File: src/rtl/key_ascii_encoder_pkg.sv
// key_enc_pkg: shared constants, types and the letter-to-ASCII helper for
// the key_ascii_encoder block.
//   NUM_KEYS / KEY_CAPS_BIT / NUM_LETTERS : layout of the one-hot key vector
//   ASCII_LOWER_A / ASCII_UPPER_A         : base codes for lower/upper case
//   ascii_t                               : 7-bit character type
//   rpt_phase_t                           : auto-repeat timing phase
package key_enc_pkg;

  typedef logic [6:0] ascii_t;

  localparam int unsigned NUM_KEYS     = 27;
  localparam int unsigned KEY_CAPS_BIT = 26;
  localparam int unsigned NUM_LETTERS  = 26;

  localparam ascii_t ASCII_LOWER_A = 7'd97;
  localparam ascii_t ASCII_UPPER_A = 7'd65;

  // Waiting for the initial repeat delay, or repeating at the period rate.
  typedef enum logic {
    RPT_DELAY,
    RPT_PERIOD
  } rpt_phase_t;

  // Bit 25 is 'a', bit 0 is 'z'; caller guarantees exactly one letter bit set.
  function automatic ascii_t letter_code(input logic caps,
                                         input logic [NUM_LETTERS-1:0] letters);
    ascii_t base;
    ascii_t off;
    base = caps ? ASCII_UPPER_A : ASCII_LOWER_A;
    off  = '0;
    for (int unsigned i = 0; i < NUM_LETTERS; i++) begin
      if (letters[i]) off = 7'(NUM_LETTERS - 1 - i);
    end
    return base + off;
  endfunction

endpackage

File: src/rtl/key_ascii_encoder_if.sv
// key_ascii_encoder_if: character output stream from the encoder to the
// text/display consumer.
//   out_char  : ASCII of the queue head, 0 when empty
//   out_valid : queue not empty
//   out_ready : consumer accepts out_char when out_valid && out_ready
// master = encoder side, slave = consumer side.
interface key_ascii_encoder_if;
  import key_enc_pkg::*;

  ascii_t out_char;
  logic   out_valid;
  logic   out_ready;

  modport master (output out_char, output out_valid, input out_ready);
  modport slave  (input out_char, input out_valid, output out_ready);

endinterface

File: src/rtl/key_ascii_encoder_sync_fifo.sv
// sync_fifo: single-clock FIFO with registered drop indication.
//   clk, rst_n : clock, asynchronous active-low reset
//   push/wdata : write request and data
//   pop        : read request (ignored when empty)
//   rdata      : head entry, 0 when empty
//   empty/full : occupancy flags
//   overflow   : one-cycle pulse after an edge where a push was dropped
// A push into a full FIFO is accepted when a pop happens in the same cycle.
module sync_fifo #(
  parameter int unsigned WIDTH = 7,
  parameter int unsigned DEPTH = 4
) (
  input  logic             clk,
  input  logic             rst_n,
  input  logic             push,
  input  logic             pop,
  input  logic [WIDTH-1:0] wdata,
  output logic [WIDTH-1:0] rdata,
  output logic             empty,
  output logic             full,
  output logic             overflow
);

  localparam int unsigned PTR_W = $clog2(DEPTH);
  localparam int unsigned CNT_W = PTR_W + 1;

  logic [WIDTH-1:0] mem [DEPTH];
  logic [PTR_W-1:0] wr_ptr;
  logic [PTR_W-1:0] rd_ptr;
  logic [CNT_W-1:0] count;
  logic             do_push;
  logic             do_pop;

  assign empty   = (count == '0);
  assign full    = (count == CNT_W'(DEPTH));
  assign do_pop  = pop && !empty;
  assign do_push = push && (!full || do_pop);
  assign rdata   = empty ? '0 : mem[rd_ptr];

  always_ff @(posedge clk or negedge rst_n) begin
    if (!rst_n) begin
      wr_ptr   <= '0;
      rd_ptr   <= '0;
      count    <= '0;
      overflow <= 1'b0;
      for (int unsigned i = 0; i < DEPTH; i++) mem[i] <= '0;
    end else begin
      overflow <= push && full && !do_pop;
      if (do_push) begin
        mem[wr_ptr] <= wdata;
        wr_ptr      <= wr_ptr + 1'b1;
      end
      if (do_pop) rd_ptr <= rd_ptr + 1'b1;
      case ({do_push, do_pop})
        2'b10:   count <= count + 1'b1;
        2'b01:   count <= count - 1'b1;
        default: count <= count;
      endcase
    end
  end

endmodule

File: src/rtl/key_ascii_encoder.sv
// key_ascii_encoder: samples the one-hot key vector, detects new presses,
// tracks Caps Lock, converts letters to ASCII and queues them for the
// consumer.
//   clk, rst_n : clock, asynchronous active-low reset
//   key_down   : bit 26 = Caps, bit 25 = 'a' ... bit 0 = 'z'
//   out_if     : character stream (out_char / out_valid / out_ready)
//   caps_on    : current Caps Lock state
//   overflow   : one-cycle pulse when a character is dropped
// Build option: KEY_AUTOREPEAT_EN enables auto-repeat of a held letter
// after REPEAT_DELAY cycles, then every REPEAT_PERIOD cycles.
module key_ascii_encoder
  import key_enc_pkg::*;
#(
  parameter int unsigned FIFO_DEPTH    = 4,
  parameter int unsigned REPEAT_DELAY  = 50_000_000,
  parameter int unsigned REPEAT_PERIOD = 10_000_000
) (
  input  logic                clk,
  input  logic                rst_n,
  input  logic [NUM_KEYS-1:0] key_down,
  key_ascii_encoder_if.master out_if,
  output logic                caps_on,
  output logic                overflow
);

  if (FIFO_DEPTH < 2 || (FIFO_DEPTH & (FIFO_DEPTH - 1)) != 0 ||
      REPEAT_DELAY < 1 || REPEAT_PERIOD < 1) begin : g_bad_params
    $error("key_ascii_encoder: illegal parameter value");
  end

  logic [NUM_KEYS-1:0] key_q;
  logic                legal;
  logic                new_key;
  logic                caps_press;
  logic                letter_press;
  logic                rpt_fire;
  logic                push;
  logic                fifo_empty;
  logic                fifo_full;
  ascii_t              code;

  assign legal        = $onehot(key_down);
  assign new_key      = (key_down != key_q);
  assign caps_press   = legal && new_key && key_down[KEY_CAPS_BIT];
  assign letter_press = legal && new_key && !key_down[KEY_CAPS_BIT];
  // caps_on here is the pre-edge value, so a letter pressed together with
  // a Caps toggle edge is never possible (one-hot) and repeats use current.
  assign code         = letter_code(caps_on, key_down[NUM_LETTERS-1:0]);
  assign push         = letter_press || rpt_fire;

  always_ff @(posedge clk or negedge rst_n) begin
    if (!rst_n) begin
      key_q   <= '0;
      caps_on <= 1'b0;
    end else begin
      key_q <= key_down;
      if (caps_press) caps_on <= !caps_on;
    end
  end

`ifdef KEY_AUTOREPEAT_EN
  localparam int unsigned RPT_MAX = (REPEAT_DELAY > REPEAT_PERIOD) ? REPEAT_DELAY
                                                                   : REPEAT_PERIOD;
  localparam int unsigned RPT_W   = $clog2(RPT_MAX + 1);

  rpt_phase_t       rpt_state;
  rpt_phase_t       rpt_state_nxt;
  logic [RPT_W-1:0] rpt_cnt;
  logic [RPT_W-1:0] rpt_cnt_nxt;
  logic [RPT_W-1:0] rpt_limit;
  logic             held_letter;

  assign held_letter = legal && !new_key && !key_down[KEY_CAPS_BIT];
  assign rpt_limit   = (rpt_state == RPT_DELAY) ? RPT_W'(REPEAT_DELAY - 1)
                                                : RPT_W'(REPEAT_PERIOD - 1);

  always_ff @(posedge clk or negedge rst_n) begin
    if (!rst_n) begin
      rpt_state <= RPT_DELAY;
      rpt_cnt   <= '0;
    end else begin
      rpt_state <= rpt_state_nxt;
      rpt_cnt   <= rpt_cnt_nxt;
    end
  end

  always_comb begin
    rpt_state_nxt = rpt_state;
    rpt_cnt_nxt   = rpt_cnt;
    rpt_fire      = 1'b0;
    if (letter_press) begin
      rpt_state_nxt = RPT_DELAY;
      rpt_cnt_nxt   = '0;
    end else if (held_letter) begin
      if (rpt_cnt == rpt_limit) begin
        rpt_fire      = 1'b1;
        rpt_state_nxt = RPT_PERIOD;
        rpt_cnt_nxt   = '0;
      end else begin
        rpt_cnt_nxt = rpt_cnt + 1'b1;
      end
    end else begin
      // release, illegal vector or Caps held
      rpt_state_nxt = RPT_DELAY;
      rpt_cnt_nxt   = '0;
    end
  end
`else
  assign rpt_fire = 1'b0;
`endif

  sync_fifo #(
    .WIDTH ($bits(ascii_t)),
    .DEPTH (FIFO_DEPTH)
  ) u_fifo (
    .clk      (clk),
    .rst_n    (rst_n),
    .push     (push),
    .pop      (out_if.out_ready),
    .wdata    (code),
    .rdata    (out_if.out_char),
    .empty    (fifo_empty),
    .full     (fifo_full),
    .overflow (overflow)
  );

  assign out_if.out_valid = !fifo_empty;

  logic unused_full;
  assign unused_full = fifo_full;

endmodule

File: src/flat_wrapper.sv
// flat-port wrapper written by rule: the top's interface ports become plain ports
module key_ascii_encoder_flat import key_enc_pkg::*;
#(
  parameter int unsigned FIFO_DEPTH    = 4,
  parameter int unsigned REPEAT_DELAY  = 50_000_000,
  parameter int unsigned REPEAT_PERIOD = 10_000_000
)
  (clk, rst_n, key_down, caps_on, overflow, out_if_out_char, out_if_out_valid, out_if_out_ready);
  key_ascii_encoder_if out_if_i ();
  input  logic clk;
  input  logic rst_n;
  input  logic [NUM_KEYS-1:0] key_down;
  output logic caps_on;
  output logic overflow;
  output wire logic [$bits(out_if_i.out_char)-1:0] out_if_out_char;
  output wire logic [$bits(out_if_i.out_valid)-1:0] out_if_out_valid;
  input wire logic [$bits(out_if_i.out_ready)-1:0] out_if_out_ready;
  assign out_if_out_char = out_if_i.out_char;
  assign out_if_out_valid = out_if_i.out_valid;
  assign out_if_i.out_ready = out_if_out_ready;
  key_ascii_encoder #(.FIFO_DEPTH(FIFO_DEPTH), .REPEAT_DELAY(REPEAT_DELAY), .REPEAT_PERIOD(REPEAT_PERIOD)) u_core (.clk(clk), .rst_n(rst_n), .key_down(key_down), .out_if(out_if_i), .caps_on(caps_on), .overflow(overflow));
endmodule
File: config.mk
export PLATFORM = sky130hd
export DESIGN_NAME = key_ascii_encoder_flat
export DESIGN_NICKNAME = d
export VERILOG_FILES = /design/src/rtl/key_ascii_encoder_pkg.sv /design/src/rtl/key_ascii_encoder_if.sv /design/src/rtl/key_ascii_encoder_sync_fifo.sv /design/src/rtl/key_ascii_encoder.sv /design/src/flat_wrapper.sv
export SDC_FILE = /design/constraint.sdc
export NUM_CORES = 1
export LEC_CHECK = 0
export BUFFER_PORTS_ARGS = -buffer_cell sky130_fd_sc_hd__buf_2
export CORE_UTILIZATION = 50
export DETAILED_ROUTE_END_ITERATION = 10
export PLACE_DENSITY = 0.67
export SLEW_MARGIN = 20
export SYNTH_ARGS = -nofsm -noshare
export SYNTH_HDL_FRONTEND = slang
export SYNTH_SLANG_ARGS = --single-unit
File: constraint.sdc
create_clock -name clk -period 3.1 [get_ports clk]
set_input_delay 0.465 -clock clk [delete_from_list [all_inputs] [get_ports clk]]
set_output_delay 0.465 -clock clk [all_outputs]
set_load 0.02 [all_outputs]
# == Word level (Yosys, flattened, before mapping) ==
# Cells that the tools add are included.
# word_totals
reg_bits,64
out_inout_bits,10
elab_cells,102
# op_classes
reduce_logical,16
n_eq_ne,5
mux,35
bitwise,2
add_sub_neg,31
order_cmp,3
# op_table
operator,count
$mux 7,29
$add 5x5->5,12
$bwmux 28,1
$ne 27x27->1,1
$add 1x1->2,13
$bmux 7 s2,1
$demux 7 s2,1
$logic_and 1x1->1,8
$add 7x7->7,1
$ge 3x3->1 const B,2
$mux 6,1
$not 2->3,2
$pmux 3 s2,1
$add 5x1->5,1
$eq 5x1->1 const B,1
$logic_not 1->1,5
$mux 5,1
$add 2x1->2 const B,2
$add 3x1->3 const B,1
$eq 3x3->1 const B,1
$logic_not 3->1,1
$lt 3x1->1 const B,1
$sub 3x1->3 const B,1
$eq 2x1->1 const B,1
3 further kinds,3

# == Logic depth before layout (Yosys ltp) ==
# depth
depth_word,28
ltp_mapped,24
ltp_nobuf,23

# == Cells and area by module ==
# From an unflattened synthesis, not the netlist that was laid out.
# unflattened
hier_cells,308
area_unflattened_um2,3781.1
# modules_own_cells
mod,cells_per_inst,n_inst,area_each_um2
key_ascii_encoder,191,1,2063.2
sync_fifo,117,1,1717.9

# == Worst setup path before layout ==
# OpenSTA, ideal clock, no wires.
# synth_path
path_kind,input-to-reg
start,input port key_down[24]
end,register u_core.u_fifo.count[2]
path_slack_ps,-2661
arrival_ps,5631
t_required_ps,2970
cell_stages,23
cell_sequence,ha_1 > inv_1 > fa_1 > fa_1 > inv_1 > fa_1 > inv_1 > fa_1 > fa_1 > inv_1 > ha_1 > fa_1 > xnor2_1 > nand3_1 > nor2_1 > o211a_1 > buf_6 > or2_2 > fa_1 > and2_1 > nor3b_1 > a21oi_1 > o21ai_0
# synth_between
elab_chain_cells,10
word_cells_on_any_way,13
cone_classes,add/sub: 4; eq/ne: 4; mux: 1; reduce/logical: 4
# synth_lines
item,line,text
start: declaration,flat_wrapper.sv:12,input logic [NUM_KEYS-1:0] key_down;
$add 1x1->2 (not written as such),key_ascii_encoder.sv:42,assign legal = $onehot(key_down);
$add 5x1->5 (not written as such),key_ascii_encoder.sv:42,
$add 5x5->5 (not written as such) (2 in a row),key_ascii_encoder.sv:42,
$eq 5x1->1,key_ascii_encoder.sv:42,
$logic_and 1x1->1 (*) (2 in a row),key_ascii_encoder.sv:45,assign letter_press = legal && new_key && !key_down[KEY_CAPS_BIT];
$logic_and 1x1->1 (*),key_ascii_encoder_sync_fifo.sv:37,assign do_push = push && (!full || do_pop);
$eq 2x1->1 or $eq 2x2->1 (tied branches),key_ascii_encoder_sync_fifo.sv:54,"case ({do_push, do_pop})"
$pmux 3 s2 or $reduce_bool 2->1 (tied branches),-,
end signal: assignment,key_ascii_encoder_sync_fifo.sv:55,2'b10: count <= count + 1'b1;
end signal: assignment,key_ascii_encoder_sync_fifo.sv:56,2'b01: count <= count - 1'b1;
end signal: assignment,key_ascii_encoder_sync_fifo.sv:57,default: count <= count;
end: declaration,key_ascii_encoder_sync_fifo.sv:30,logic [CNT_W-1:0] count;
# Every way passes the cells marked *; elsewhere a longest branch is shown, timed or not.
# A chain may end at the register's enable or synchronous reset.

# == Worst setup path in the final report ==
# layout_path
start,input port key_down[20]
end,register u_core.u_fifo.count[2]
# layout_between
elab_chain_cells,11
word_cells_on_any_way,14
cone_classes,add/sub: 5; eq/ne: 4; mux: 1; reduce/logical: 4
# layout_lines
item,line
$add 1x1->2 (not written as such),key_ascii_encoder.sv:42
$add 5x5->5 (not written as such) (4 in a row),key_ascii_encoder.sv:42
$eq 5x1->1,key_ascii_encoder.sv:42
$logic_and 1x1->1 (*) (2 in a row),key_ascii_encoder.sv:45
$logic_and 1x1->1 (*),key_ascii_encoder_sync_fifo.sv:37
$eq 2x1->1 or $eq 2x2->1 (tied branches),key_ascii_encoder_sync_fifo.sv:54
$pmux 3 s2 or $reduce_bool 2->1 (tied branches),-
# Marks and branches as above.

==> out/results.tsv <==
metric	value	unit
cell area after placement	0.00493	sq mm
die width	94.8	microns
CP Launch Type	input pin	
warnings from Yosys	0	
Power, Total	4.57	mW
Synth cell types	49	
most frequent cells in the layout	dfrtp_1 (64), buf_4 (42), inv_1 (41)	
pwr/cell area	856	mW/mm^2
Max Clk Rate	187	MHz
Worst EP arrival	5.56	ns
net count reported at finish	521	
Worst Path Max Fanout	3	
HPWL after detailed placement	6770	microns
pin count of the biggest net entering global routing	65	
Final Non-Filler Cells	551	
Post-synth EDFFs	0	
register area	0.00160	sq mm
endpoints failing hold	0	
GRT overflow	0	
Layout area overhead	24.2	%
critical path endpoint category	flip-flop	
failing checks	negative setup slack	
drt drc	0	
Filler Cell Count	637	
Setup Crit Path Kind	input pin to flip-flop	
Die Y	94.8	microns
placed insts	529	
ANT nets after route	0	
DRT Pass-1 Iters	4	
IO Count	40	
syn_area_per_cell	12.1	sq um
commonest non-fill, non-tap cell in the layout	dfrtp_1	
Vias/cell	5.14	
design area	0.00534	sq mm
worst vdd ir	0.000486	V
maximum clock path buffer count	2	
vias in the first global route	3024	
required time of the worst setup path	3.32	ns
register area share after synthesis	0.372	
Total GRT Usage	0.231	
CTS tree	built	
Cell Rows	33	
Post-synth top flop	dfrtp_1	
Total Wirelength	9330	microns
clock sinks	64	
Port Buffers	39	
clock latency on the worst-skew pair	0.35	ns
Multi-input gate area	0.00264	sq mm
share of the synthesized area in the top cell type	0.372	
setup repair after global routing missed its margin	true	
Clk pin slew, worst setup/hold paths	0.08	ns
number of CTS-inserted buffers	9	
die footprint	0.00898	sq mm
Placer Congestion	0.902	
status	finished with violations	
final setup vio count	35	
DRT iter0 DRCs	103	
Max-Cap Viols	0	
initial antenna violation count	0	
fin crit share	1.72	
Ant. Diodes	0	
Post-Route Skew	0.0119	ns
Final Slew Violations	0	
clock root cell	clkbuf_8	
most area-consuming cells after synthesis	dfrtp_1 (37%), fa_1 (11%), mux2_4 (9.8%)	
Clock H-tree levels	3	
starting density of the core	0.521	
CORE AREA	0.00826	sq mm
worst slew pin tran	0.844	ns
Seq cells post-synth	64	
Post-Syn Area	0.00430	sq mm
Async SR Flop Fraction	1.00	
syn nets	435	
Via Count	2830	
share of cells above drive strength 1	0.439	
wire per inst	16.9	microns
min-delay worst type	input pin to async pin	
area leader, netlist	dfrtp_1	
Pleak	2.59	nW
Gate Count Post-Synth	356	
Slew HR	0.437	
first-pass GRT wire length	15300	microns
Tmin final	5.33	ns
final hold slack	0.303	ns
fin worst setup slack	-2.23	ns
==> synthesized netlist by cell type (all sizes together) (2+ instances only) <==
library cell  count
nand2b            2
o31ai             3
a211oi            3
nor4             12
nor3b             2
nand2            12
nand3             3
clkbuf            5
nor2             13
ha               26
xnor2             8
and2             10
or4               2
a21oi             7
mux2             28
mux4              7
nand4             3
nor3             11
buf               3
fa               23
o21ai             6
xor2             30
or3               3
inv              55
dfrtp            64
==> per-layer routing <==
| layer | up-vias | wire (microns) | GRT usage |
|---|---|---|---|
| met1 | 1401 | 4070 | 0.292 |
| met5 | - | 0 | 0 |
| met3 | 16 | 234 | 0.0282 |
| li1 | 1355 | - | - |
| met4 | 0 | 169 | 0.0934 |
| met2 | 58 | 4850 | 0.401 |
==> final timing paths <==
kind                            depth (start not counted)                endpoint             startpoint  slack, ns
worst max register to register                         10  u_core.u_fifo.count[2]       u_core.key_q[20]       0.38
min in group clk                                        2        u_core.key_q[22]           key_down[22]       0.35
worst min register to register                          1   u_core.u_fifo.mem[12]  u_core.u_fifo.mem[12]       0.51
worst max-delay path                                   21  u_core.u_fifo.count[2]           key_down[20]      -2.23
max in group asynchronous                               2        u_core.key_q[15]                  rst_n       2.24
worst min-delay path                                    2        u_core.key_q[24]                  rst_n       0.30
==> repair_timing <==
action / 4_1_cts / 5_1_grt
hold buffers: 0 / 0
pin swaps: 13 / 15
buffers inserted: 2 / 6
resized for setup: 18 / 25
endpoints found under the setup margin: 35 / 35
==> report_power, final <==
part           switching, mW  internal, mW
sequential             0.161         0.997
combinational           1.27          1.36
clock                  0.342         0.447
total                   1.77          2.80
==> per-stage QoR <==
stage               setup TNS, ns  setup WS [ns]  utilization
finish                     -71.43          -2.23        0.647
global route               -76.65          -2.37        0.647
CTS                        -72.06          -2.18        0.632
detailed placement         -88.14          -2.63        0.597
global placement           -84.35          -2.51        0.597
floorplan                  -70.25          -2.44            -
==> cell families after synthesis <==
| kind of cell | share of synthesized area |
|---|---|
| AND/OR/NAND/NOR | 0.120 |
| flip-flops | 0.372 |
| buffers and inverters | 0.0628 |
| adder cells (fa/ha/maj) | 0.183 |
| XOR/XNOR | 0.0774 |
| multiplexers | 0.137 |
| AO/OA/AOI/OAI | 0.0480 |
==> layout make-up <==
class,instances,share of cell area
Clock buffer,11,0.0246
Clock inverter,4,0.0131
Inverter,55,0.0386
Multi-Input combinational cell,229,0.494
Sequential cell,64,0.300
Tap cell,105,0.0246
Timing Repair Buffer,83,0.105
==> sequential cells by signal, summed over array words and instances (netlist names) <==
signal / flops
u_core.u_fifo.wr_ptr: 2
u_core.u_fifo.mem: 28
u_core.u_fifo.count: 3
u_core.key_q: 27
u_core.u_fifo.rd_ptr: 2
u_core.u_fifo.overflow: 1
u_core.caps_on: 1
==> critical path, cell delays in order <==
cell,delay [ns]
buf_2,0.11
ha_2,0.18
fa_1,0.52
inv_2,0.06
fa_2,0.48
fa_2,0.59
fa_2,0.45
fa_1,0.54
inv_2,0.05
ha_4,0.16
fa_2,0.54
nor2_2,0.05
nand3_2,0.07
nor2_2,0.04
o211a_1,0.14
or2_4,0.24
fa_2,0.38
and2_4,0.18
nor3b_4,0.14
a21oi_2,0.10
o21ai_1,0.07
(Power assumes the default switching activity.)
